[config.mk]
export PLATFORM = sky130hd
export DESIGN_NAME = alu_accum_ctrl
export DESIGN_NICKNAME = d
export VERILOG_FILES = /design/src/rtl/alu_accum_ctrl.sv
export SDC_FILE = /design/constraint.sdc
export NUM_CORES = 1
export LEC_CHECK = 0
export CAP_MARGIN = 20
export CORE_ASPECT_RATIO = 0.75
export CORE_MARGIN = 5
export CORE_UTILIZATION = 35
export CTS_CLUSTER_DIAMETER = 40
export DETAILED_ROUTE_END_ITERATION = 10
export GPL_TIMING_DRIVEN = 0
export MAX_ROUTING_LAYER = met4
export PLACE_DENSITY = 0.71
export SYNTH_ARGS = -nofsm -noshare
export SYNTH_HDL_FRONTEND = slang
export SYNTH_SLANG_ARGS = --single-unit
[constraint.sdc]
create_clock -name clk -period 1.5 [get_ports clk]
set_input_delay 0.3 -clock clk [delete_from_list [all_inputs] [get_ports clk]]
set_output_delay 0.3 -clock clk [all_outputs]
set_load 0.03 [all_outputs]
[src/rtl/alu_accum_ctrl.sv]
// Accumulator controller driving an external 8b combinational ALU.
// Each command walks through IDLE -> CALC -> RESP. The ALU operands are registered.
module alu_accum_ctrl #(
  parameter int p_nbits = 8
) (
  input  logic               clk,
  input  logic               reset,
  input  logic               req_val,
  output logic               req_rdy,
  input  logic [1:0]         req_cmd,
  input  logic [2:0]         req_op,
  input  logic [p_nbits-1:0] req_src,
  output logic               resp_val,
  input  logic               resp_rdy,
  output logic [1:0]         resp_cmd,
  output logic [p_nbits-1:0] resp_data,
  output logic [p_nbits-1:0] alu_in0,
  output logic [p_nbits-1:0] alu_in1,
  output logic [2:0]         alu_op,
  input  logic [p_nbits-1:0] alu_out
);

  typedef enum logic [1:0] {S_IDLE, S_CALC, S_RESP} state_t;

  localparam logic [1:0] C_LOAD  = 2'd0;
  localparam logic [1:0] C_EXEC  = 2'd1;
  localparam logic [1:0] C_READ  = 2'd2;
  localparam logic [1:0] C_CLEAR = 2'd3;

  state_t             r_state;
  logic [p_nbits-1:0] r_acc;
  logic [p_nbits-1:0] r_src;
  logic [2:0]         r_op;
  logic [1:0]         r_cmd;
  logic [p_nbits-1:0] r_resp_data;
  logic               r_resp_val;
  logic               r_req_rdy;
  logic [p_nbits-1:0] w_acc_nxt;

  always_comb begin
    w_acc_nxt = r_acc;
    case (r_cmd)
      C_LOAD:  w_acc_nxt = r_src;
      C_EXEC:  w_acc_nxt = alu_out;
      C_READ:  w_acc_nxt = r_acc;
      C_CLEAR: w_acc_nxt = '0;
      default: w_acc_nxt = r_acc;
    endcase
  end

  always_ff @(posedge clk or posedge reset) begin
    if (reset) begin
      r_state     <= S_IDLE;
      r_acc       <= '0;
      r_src       <= '0;
      r_op        <= '0;
      r_cmd       <= '0;
      r_resp_data <= '0;
      r_resp_val  <= 1'b0;
      r_req_rdy   <= 1'b1;
    end else begin
      case (r_state)
        S_IDLE: begin
          if (req_val && r_req_rdy) begin
            r_cmd     <= req_cmd;
            r_op      <= req_op;
            r_src     <= req_src;
            r_req_rdy <= 1'b0;
            r_state   <= S_CALC;
          end
        end
        // The ALU sees the registered operands during this cycle, so its result is ready at this edge.
        S_CALC: begin
          r_acc       <= w_acc_nxt;
          r_resp_data <= w_acc_nxt;
          r_resp_val  <= 1'b1;
          r_state     <= S_RESP;
        end
        S_RESP: begin
          if (resp_rdy) begin
            r_resp_val <= 1'b0;
            r_req_rdy  <= 1'b1;
            r_state    <= S_IDLE;
          end
        end
        default: begin
          r_resp_val <= 1'b0;
          r_req_rdy  <= 1'b1;
          r_state    <= S_IDLE;
        end
      endcase
    end
  end

  assign req_rdy   = r_req_rdy;
  assign resp_val  = r_resp_val;
  assign resp_cmd  = r_cmd;
  assign resp_data = r_resp_data;
  assign alu_in0   = r_acc;
  assign alu_in1   = r_src;
  assign alu_op    = r_op;

endmodule
==> flow_metrics.tcl <==
set metrics [dict create \
    crit_path_start_kind "flop" \
    ys_warn_count 0 \
    crit_type "reg2reg" \
    syn_inst 83 \
    diodes 0 \
    grt_first_pass_wirelength_um 4660 \
    num_io_pins 56 \
    clock-root-buffer "clkbuf_8" \
    yosys.area.top_type "dfrtp_1" \
    cpPeakStageDelay_ps 570 \
    power.total_mw 3.38 \
    first_pass_iters 4 \
    arrival_ps 1660 \
    num_vias 884 \
    finalWorstSetupSlack_ps 0.644 \
    fin_util_pct 58.7 \
    fin_crit_ps 1500 \
    place_hpwl_um 2100 \
    power_density_nw_per_um2 1790 \
    syn_avg_cell_area_um2 13.8 \
    ant_nets 0 \
    clk_pin_slew_ps 90 \
    netlist_top_cells_area "dfrtp_1 (52%), mux2_2 (9.8%), mux2_4 (9.2%)" \
    synth_seq_area_share_pct 54.7 \
    grt-ovfl-total 0 \
    clockBufferDepth 2 \
    initial_core_util_pct 35.6 \
    finalSetupViolations 0 \
    stdcell_area_um2 1890 \
    rsz0062_at_grt "yes" \
    fp.dieArea_um2 4530 \
    grt_util_all_layers_pct 13.7 \
    place_area_um2 1750 \
    rows 18 \
    yosys.cell_types.count 21 \
    clk_latency_ps 260 \
    drt_iter0_drc 18 \
    status "finished, final reports clean" \
    hp-class "in2async" \
    max-vdd-ir-drop_mv 0.727 \
    port_buffers 55 \
    cap_violations 0 \
    core_um2 3220 \
    tns_ps 0 \
    grt_pass1_vias 930 \
    slew_headroom_pct 74.7 \
    final-hold-violation-count 0 \
    placed_cells_incl_taps 178 \
    wire_per_inst_um 15.5 \
    cp-end-kind "flop" \
    stdcell_count 189 \
    fmax_mhz 667 \
    drive_gt1_share_pct 30.9 \
    synth.net_count 108 \
    syn_area_um2 1150 \
    critPathMaxFanout 4 \
    rr_worst_depth 4 \
    drc 0 \
    p_leak_nw 0.925 \
    pre_cts_ws_ps -379 \
    synth.top_cell.area_share_pct 52.4 \
    cts_tree "built" \
    wl_um 2930 \
    cp_data_required_time_ps 1660 \
    avgViaCountPerCell 4.68 \
    area_growth_pct 65.0 \
    die_width_um 76.1 \
    cp_slowest_cell "dfstp_2" \
    nets 175 \
    place_congestion 0.735 \
    hold_ws_ps 223 \
    worstMarginPinSlew_ps 379 \
    cts_sinks 25 \
    antenna_found_initial 0 \
    fin_skew_ps 3.35 \
    die_h_um 59.6 \
    min_period_over_period_pct 100 \
    cts_max_level 1 \
    cts_inserted_buffers 3 \
    grt_start_max_net_pins 26 \
    synth-seq-cells 25 \
    cp_cell_sequence "nor4bb_4 -> buf_6 -> buf_12 -> mux2_2" \
    slew_violations 0 \
]
state kept, by name, indices dropped and copies added (netlist names):
register and flops:
alu_op 3, alu_in1 8, resp_val 1, r_state 2
resp_cmd 2, resp_data 8, req_rdy 1
synth_stat cells (all sizes together):
cell type and number:
a21oi 2, a22o 5, buf 10, dfrtp 24
dfstp 1, inv 2, mux2 20, nand2 6
nand2b 2, nor2 2, nor2b 1, nor3 1
nor4bb 1, o21a 1, o21ai 2, o2bb2ai 3
worst paths after layout:
check                          from          to  slack (ps)
max                         req_rdy  alu_in1[6]         0.6
max reg2reg                 req_rdy  alu_in1[6]         0.6
min                           reset   alu_op[1]         220
min in group clk           resp_val    resp_val         480
max in group asynchronous     reset     req_rdy         850
min reg2reg                resp_val    resp_val         480
critical path: cells and delay by family, from the launching register on:
kind / cells / cell delay (ps)
simple gates: 1 / 220
mux: 1 / 320
flops: 1 / 570
buf+inv: 2 / 280
cell type report:
| class | count | area, um2 |
|---|---|---|
| clock inverters | 1 | 5.00 |
| multi-input cells | 46 | 439 |
| repair buffers | 62 | 628 |
| plain buffers | 10 | 91.3 |
| clock buffers | 3 | 41.3 |
| well taps | 40 | 50.0 |
| fillers | 287 | 1330 |
| inverters | 2 | 7.51 |
| flip-flops and latches | 25 | 628 |
routing by layer:
layer,share of wire (%),vias to the layer above,global-route usage [%]
met1,42,424,15.3
met2,48,40,23.4
li1,-,418,-
met3,9.0,2,5.78
met4,0.48,0,2.99
met5,0,-,-
placed cells by master, fill, tap and decap left out, types with 2 or more instances in the layout:
| master | n |
|---|---|
| a22o_1 | 5 |
| buf_12 | 3 |
| buf_4 | 11 |
| clkbuf_8 | 3 |
| clkdlybuf4s15_2 | 2 |
| clkdlybuf4s50_1 | 23 |
| dfrtp_1 | 23 |
| dlygate4sd2_1 | 28 |
| mux2_1 | 3 |
| mux2_2 | 10 |
| mux2_4 | 7 |
| nand2_1 | 6 |
| nand2b_1 | 2 |
| nor2_1 | 2 |
| o21ai_0 | 2 |
| o2bb2ai_1 | 3 |
timing repair:
action | CTS | global route
hold buffers | 0 | 0
setup endpoints to repair | 38 | 22
pin swaps | 0 | 0
buffers inserted | 3 | 2
gates resized for setup | 38 | 5
gates cloned | 0 | 1
cells by family after synthesis:
| logic type | Yosys count | share of synthesized area [%] |
|---|---|---|
| buffers and inverters | 12 | 8.30 |
| and+or+nand+nor | 13 | 5.57 |
| DFF | 25 | 54.7 |
| muxes | 20 | 21.9 |
| AOI/OAI and AO/OA | 13 | 9.50 |
power breakdown:
| group | internal, mW | leakage, nW | switching [mW] |
|---|---|---|---|
| clock network | 0.185 | 0.0255 | 0.205 |
| logic | 0.787 | 0.584 | 1.04 |
| registers | 0.936 | 0.315 | 0.229 |
No activity file was read; power rests on OpenSTA's default activity.
